## src/rtl/nv_nvdla_pdp_wdma_dat_fifo_ctrl.sv

```systemverilog
// rtl/nv_nvdla_pdp_wdma_dat_fifo_ctrl.sv - control and registered read-out for the PDP WDMA 3x64 flop-RAM FIFO
module nv_nvdla_pdp_wdma_dat_fifo_ctrl (
  input  logic        clk,
  input  logic        reset_,
  input  logic        wr_pvld,
  output logic        wr_prdy,
  input  logic [63:0] wr_pd,
  output logic        rd_pvld,
  input  logic        rd_prdy,
  output logic [63:0] rd_pd,
  output logic        ram_we,
  output logic [1:0]  ram_wa,
  output logic [63:0] ram_di,
  output logic [1:0]  ram_ra,
  input  logic [63:0] ram_dout,
  output logic [2:0]  wr_count,
  output logic        fifo_idle
);

  logic [1:0] wr_adr;
  logic [1:0] rd_adr;
  logic [1:0] ram_cnt;
  logic       wr_acc;
  logic       out_free;
  logic       byp;
  logic       rd_ld;

  function automatic logic [1:0] adr_inc(input logic [1:0] a);
    return (a == 2'd2) ? 2'd0 : a + 2'd1;
  endfunction

  assign wr_prdy  = (ram_cnt != 2'd3);
  assign wr_acc   = wr_pvld & wr_prdy;
  assign out_free = ~rd_pvld | rd_prdy;

  // byp and rd_ld are mutually exclusive: one needs an empty RAM, the other a non-empty one
  assign byp    = wr_acc & (ram_cnt == 2'd0) & out_free;
  assign rd_ld  = out_free & (ram_cnt != 2'd0);
  assign ram_we = wr_acc & ~byp;
  assign ram_wa = wr_adr;
  assign ram_di = wr_pd;
  assign ram_ra = byp ? 2'd3 : rd_adr;

  assign wr_count  = {1'b0, ram_cnt} + {2'b00, rd_pvld};
  assign fifo_idle = (wr_count == 3'd0);

  always_ff @(posedge clk) begin
    if (!reset_) begin
      wr_adr  <= 2'd0;
      rd_adr  <= 2'd0;
      ram_cnt <= 2'd0;
      rd_pvld <= 1'b0;
      rd_pd   <= 64'd0;
    end else begin
      if (ram_we) wr_adr <= adr_inc(wr_adr);
      if (rd_ld)  rd_adr <= adr_inc(rd_adr);
      case ({ram_we, rd_ld})
        2'b10:   ram_cnt <= ram_cnt + 2'd1;
        2'b01:   ram_cnt <= ram_cnt - 2'd1;
        default: ram_cnt <= ram_cnt;
      endcase
      if (byp | rd_ld) begin
        rd_pd   <= ram_dout;
        rd_pvld <= 1'b1;
      end else if (out_free) begin
        rd_pvld <= 1'b0;
      end
    end
  end

endmodule

```

## config.mk

```make
export PLATFORM = sky130hd
export DESIGN_NAME = nv_nvdla_pdp_wdma_dat_fifo_ctrl
export DESIGN_NICKNAME = d
export VERILOG_FILES = /design/src/rtl/nv_nvdla_pdp_wdma_dat_fifo_ctrl.sv
export SDC_FILE = /design/constraint.sdc
export NUM_CORES = 1
export LEC_CHECK = 0
export BUFFER_PORTS_ARGS = -buffer_cell sky130_fd_sc_hd__buf_2
export CORE_UTILIZATION = 30
export CTS_CLUSTER_SIZE = 20
export DETAILED_ROUTE_END_ITERATION = 8
export PLACE_DENSITY = 0.71
export SLEW_MARGIN = 15
export SYNTH_ARGS = -nofsm -noshare
export SYNTH_HDL_FRONTEND = slang
export SYNTH_SLANG_ARGS = --single-unit
```

## constraint.sdc

```tcl
create_clock -name clk -period 2.5 [get_ports clk]
set_input_delay 0 -clock clk [delete_from_list [all_inputs] [get_ports clk]]
set_output_delay 0 -clock clk [all_outputs]
set_load 0.02 [all_outputs]
```

=== Word level (Yosys, flattened, before mapping) ===
Cells that the tools add are included.

* Flip-flop bits (word level): 71
* Output and inout bits: 139
* Word-level logic and storage cells: 35

* Add/sub/neg operators: 5
* Equal/unequal tests: 5
* Muxes and demuxes: 6
* Bitwise logic cells: 9
* Reductions and logical operators: 5

{| class="wikitable"
|+ Operators by type and width
! cell !! number
|-
| $add 2x1->2 const B || 3
|-
| $eq 2x2->1 const B || 3
|-
| $mux 2 || 3
|-
| $reduce_bool 2->1 || 3
|-
| $and 1x1->1 || 5
|-
| $pmux 2 s2 || 1
|-
| $add 2x1->3 || 1
|-
| $logic_not 3->1 || 1
|-
| $eq 2x1->1 const B || 1
|-
| $logic_not 2->1 || 1
|-
| $mux 1 || 2
|-
| $ne 2x2->1 const B || 1
|-
| $not 1->1 || 2
|-
| $or 1x1->1 || 2
|-
| $sub 2x1->2 const B || 1
|}

=== Logic depth before layout (Yosys ltp) ===
* Depth in word-level cells: 8
* Mapped depth: 8

=== Worst setup path before layout ===
Ideal clock, no wire load.

* Path type: reg2reg
* Start point: register rd_pvld
* End point: register ram_cnt[1]
* Data arrival time: 1.952 ns
* Required time: 2.430 ns
* Path slack: 0.478 ns
* Cell stages (with the launch flop): 8
* Path buffers: 1
* Clock period less this slack: 2.022 ns
* Cell sequence: dfxtp_1 nor2b_1 buf_4 o211a_1 inv_1 ha_1 or3_1 a21boi_1

* Longest elaborated chain between the ends: 7
* Elaborated cells between the ends (all ways): 10
* Classes of those cells: 2 x eq/ne; 1 x mux; 6 x bitwise; 1 x reduce/logical

{| class="wikitable"
|+ Ends and longest elaborated chain
! what !! line !! source
|-
| start: declaration || 8 || <nowiki>output logic rd_pvld,</nowiki>
|-
| start signal: assignment || 52 || <nowiki>rd_pvld <= 1'b0;</nowiki>
|-
| start signal: assignment || 64 || <nowiki>rd_pvld <= 1'b1;</nowiki>
|-
| start signal: assignment || 66 || <nowiki>rd_pvld <= 1'b0;</nowiki>
|-
| $not 1->1 (*) || 34 || <nowiki>assign out_free = ~rd_pvld | rd_prdy;</nowiki>
|-
| $or 1x1->1 (*) || 34 ||
|-
| $and 1x1->1 (*) || 37 || <nowiki>assign byp = wr_acc & (ram_cnt == 2'd0) & out_free;</nowiki>
|-
| $not 1->1 (*) || 39 || <nowiki>assign ram_we = wr_acc & ~byp;</nowiki>
|-
| $and 1x1->1 (*) || 39 ||
|-
| net ram_we || 11 || <nowiki>output logic ram_we,</nowiki>
|-
| $eq 2x1->1 or $eq 2x2->1 (tied branches) || 57 || <nowiki>case ({ram_we, rd_ld})</nowiki>
|-
| $pmux 2 s2 or $reduce_bool 2->1 (tied branches) || - ||
|-
| end signal: assignment || 58 || <nowiki>2'b10: ram_cnt <= ram_cnt + 2'd1;</nowiki>
|-
| end signal: assignment || 59 || <nowiki>2'b01: ram_cnt <= ram_cnt - 2'd1;</nowiki>
|-
| end signal: assignment || 60 || <nowiki>default: ram_cnt <= ram_cnt;</nowiki>
|-
| end: declaration || 22 || <nowiki>logic [1:0] ram_cnt;</nowiki>
|}

Mark *: on every way through the listed nets, which the timed path passes. The rest lies on a longest branch.
A chain may end at the register's enable or synchronous reset.

=== Worst setup path after layout ===
* Start point: register ram_cnt[0]
* End point: register rd_pd[43]

* Longest elaborated chain between the ends: 5
* Elaborated cells between the ends (all ways): 8
* Classes of those cells: 1 x eq/ne; 5 x bitwise; 2 x reduce/logical

{| class="wikitable"
|+ Ends and longest elaborated chain
! what !! line !! source
|-
| $ne 2x2->1 || 32 || <nowiki>assign wr_prdy = (ram_cnt != 2'd3);</nowiki>
|-
| $and 1x1->1 || 33 || <nowiki>assign wr_acc = wr_pvld & wr_prdy;</nowiki>
|-
| $and 1x1->1 (2 in a row) || 37 ||
|-
| $or 1x1->1 (*) || 62 || <nowiki>if (byp | rd_ld) begin</nowiki>
|-
| end signal: assignment || 63 || <nowiki>rd_pd <= ram_dout;</nowiki>
|-
| end: declaration || 10 || <nowiki>output logic [63:0] rd_pd,</nowiki>
|}

Mark *: on every way between the ends. The rest lies on a longest branch, timed or not.

==> reports/qor.csv <==
stage,metric,value,unit
status,status,"finished, final reports clean",
placement,DP Wirelength,5010,um
clocking,worst skew pair latency,0.33,ns
synth,Synth top area share,0.414,
floorplan,Site Rows,38,
setup_path,Critical path destination,rd_pd[43],
setup_path,"Max FO, Critical Path",48,
synth,ranking of synthesized cells by area,"dfxtp_1 (41%), mux2i_1 (19%), nand2_1 (14%)",
min_path,HP Class,input pin to output pin,
setup_path,critical path launch point,ram_cnt[0],
setup_path,Worst R2R Path Depth,4,
placement,global placement routability congestion,0.791,
clocking,Clock Pin Slew Worst Setup and Hold Paths,0.06,ns
setup_path,"reg-to-reg slack, setup",0.30,ns
timing,Final Max Slew Viols,0,
finish,Final Net Count,654,
setup_path,CP arrival,2.45,ns
clocking,CTS tree,built,
clocking,H-tree depth,3,
clocking,clock sinks,71,
synth,Yosys reg bits,71,
synth,asr flop ratio synth,0,
setup_path,startpoint types,register,
setup_path,CP Class,register to register,
synth,Mapped Cells,386,
power_and_ir_drop,Worst VDD drop,0.000918,V
placement,Setup WS pre-CTS,0.279,ns
timing,relative slew slack,0.297,
synth,Synth area leader,dfxtp_1,
finish,final std cells w/o fill,664,
routing,DRT iter0 DRCs,101,
global_routing,Total GRT Usage,0.132,
synth,post-synth net total,521,
synth,"Avg Cell Area, Syn",8.89,um2
routing,Antenna Nets Post-Route,0,
floorplan,Die W,109,um
clocking,CTS Buf Count,9,
floorplan,Die Y,109,um
floorplan,die area,0.0119,mm2
clocking,clock buffer depth,2,
setup_path,origin of the critical flop-to-flop path,ram_cnt[0],
routing,# DRC,0,
synth,synthesized area,0.00343,mm2
floorplan,Top Ports,271,
routing,Routed WL,8130,um
finish,multi-input logic area,0.00139,mm2
synth,Yosys cell types,28,
run,Max Cap Viol,0,
timing,RSZ-0062 raised after global routing,false,
synth,Post-synth EDFFs,0,
floorplan,Initial Util,0.312,
routing,TritonRoute pass-1 iters,4,
routing,vias,2913,
timing,final worst path period share,0.881,
timing,final setup skew,0.00693,ns
global_routing,largest net degree at the start of global routing,73,
power_and_ir_drop,Pleak,2.37,nW
synth,"Seq/Total Area, Yosys",0.414,
routing,post-DR vias/cell,4.39,
finish,Area Growth Syn to Fin,36.9,%
placement,IO Port Bufs,142,
finish,register area,0.00142,mm2
setup_path,r2r endpoint,rd_pd[43],
global_routing,global route overflow,0,
timing,actual slew at the worst max-slew pin,1.05,ns
finish,share of cells above drive strength 1,0.307,
timing,final setup TNS,0,ns
finish,Fillers,1038,
floorplan,Core Box Area,0.0110,mm2
timing,WHS,0.00000659,ns
setup_path,required time of the critical path,2.75,ns
clocking,Setup Buffers After CTS,0,
routing,Routed WL per cell,12.3,um
synth,"count leader, synth",nand2_1,
global_routing,vias in the first global route,2800,
timing,minimum clock period,2.20,ns
synth,yosys warns,0,
global_routing,antenna violations before repair,0,
finish,ant diodes,0,
clocking,Clock Tree Root,clkbuf_16,
global_routing,first-pass GRT wire length,12200,um
timing,final hold vios,0,
timing,Final Setup Violations,0,
synth,Synth Flop Type,dfxtp_1,
power_and_ir_drop,PD cells,963,mW/mm2
timing,setup ws final,0.298,ns
setup_path,Crit. End Element,register,
power_and_ir_drop,total power,4.53,mW
synth,Synth top cells by count,"nand2_1 (132), dfxtp_1 (71), mux2i_1 (66), buf_4 (65), clkbuf_1 (12)",
placement,placed cells,584,
timing,fmax,0.454,GHz
## worst min-delay path by stage
stage	startpoint	to	slack, ns	cells after the start
after floorplan	wr_pd[0]	ram_di[0]	0.11	1
after global placement	wr_pd[14]	ram_di[14]	0.0001	0
after detailed placement	wr_pd[14]	ram_di[14]	0.0001	0
after CTS	wr_pd[14]	ram_di[14]	0.0001	0
after global routing	wr_pd[33]	ram_di[33]	0.00003	0
final	wr_pd[5]	ram_di[5]	0.000007	0
## power by group
part	leakage [nW]	internal (mW)	switching (mW)	total, mW
clock	0.156	0.900	0.471	1.37
sequential	0.586	1.38	0.156	1.54
combinational	1.63	0.684	0.929	1.61
total	2.37	2.97	1.56	4.53
## layer usage
| layer | GRT usage | share of wire |
|---|---|---|
| met4 | 0.0627 | 0.024 |
| met2 | 0.230 | 0.49 |
| met1 | 0.140 | 0.41 |
| met5 | 0 | 0 |
| met3 | 0.0502 | 0.076 |
## critical path, cell delays in order (launching register included)
cell and delay [ns]:
dfxtp_1 0.51, nor3_4 0.11, nor2_8 0.80, buf_4 0.44
mux2i_1 0.25
## layout make-up
class                   count  share of cell area
multi-input cells         228               0.296
repair buffers            208               0.294
well taps                 140              0.0373
clock inverters             5              0.0173
clock buffers              11              0.0517
inverters                   1            0.000799
flip-flops and latches     71               0.303
## placed cells by master, fill, tap and decap left out, types with 2 or more instances in the layout
master,instances
nor2_1,3
a21boi_1,2
mux2i_1,66
buf_4,2
xnor2_1,2
ha_1,3
bufinv_16,2
nand2b_1,3
o21ai_0,3
clkbuf_16,9
dfxtp_1,71
buf_2,141
dlygate4sd3_1,64
nand2_1,132
a21boi_0,2
## kinds of logic (layout without fill, tap and decap cells)
family	Yosys count	count (layout)	synth area share
simple gates	149	149	0.181
xor+xnor	2	2	0.00511
fa+ha+maj	3	3	0.0109
compound gates	8	8	0.0160
buf+inv	87	225	0.180
mux	66	66	0.193
flops	71	71	0.414
## metrics by stage
stage | cell area, um2 | utilization
final | 4700 | 0.428
after global routing | 4700 | 0.428
after CTS | 4700 | 0.428
after detailed placement | 3730 | 0.340
after global placement | 3730 | 0.340
after floorplan | 3430 | -
## registers in the layout, indices dropped and copies added, names as in the netlist
register	count
rd_pd	64
ram_cnt	2
ram_wa	2
rd_adr	2
rd_pvld	1
## repair_timing
action,CTS,global route
resized for setup,0,0
hold buffers,64,0
hold endpoints to repair,64,0
endpoints found under the setup margin,0,0
Power figures use the tool's default switching activity.
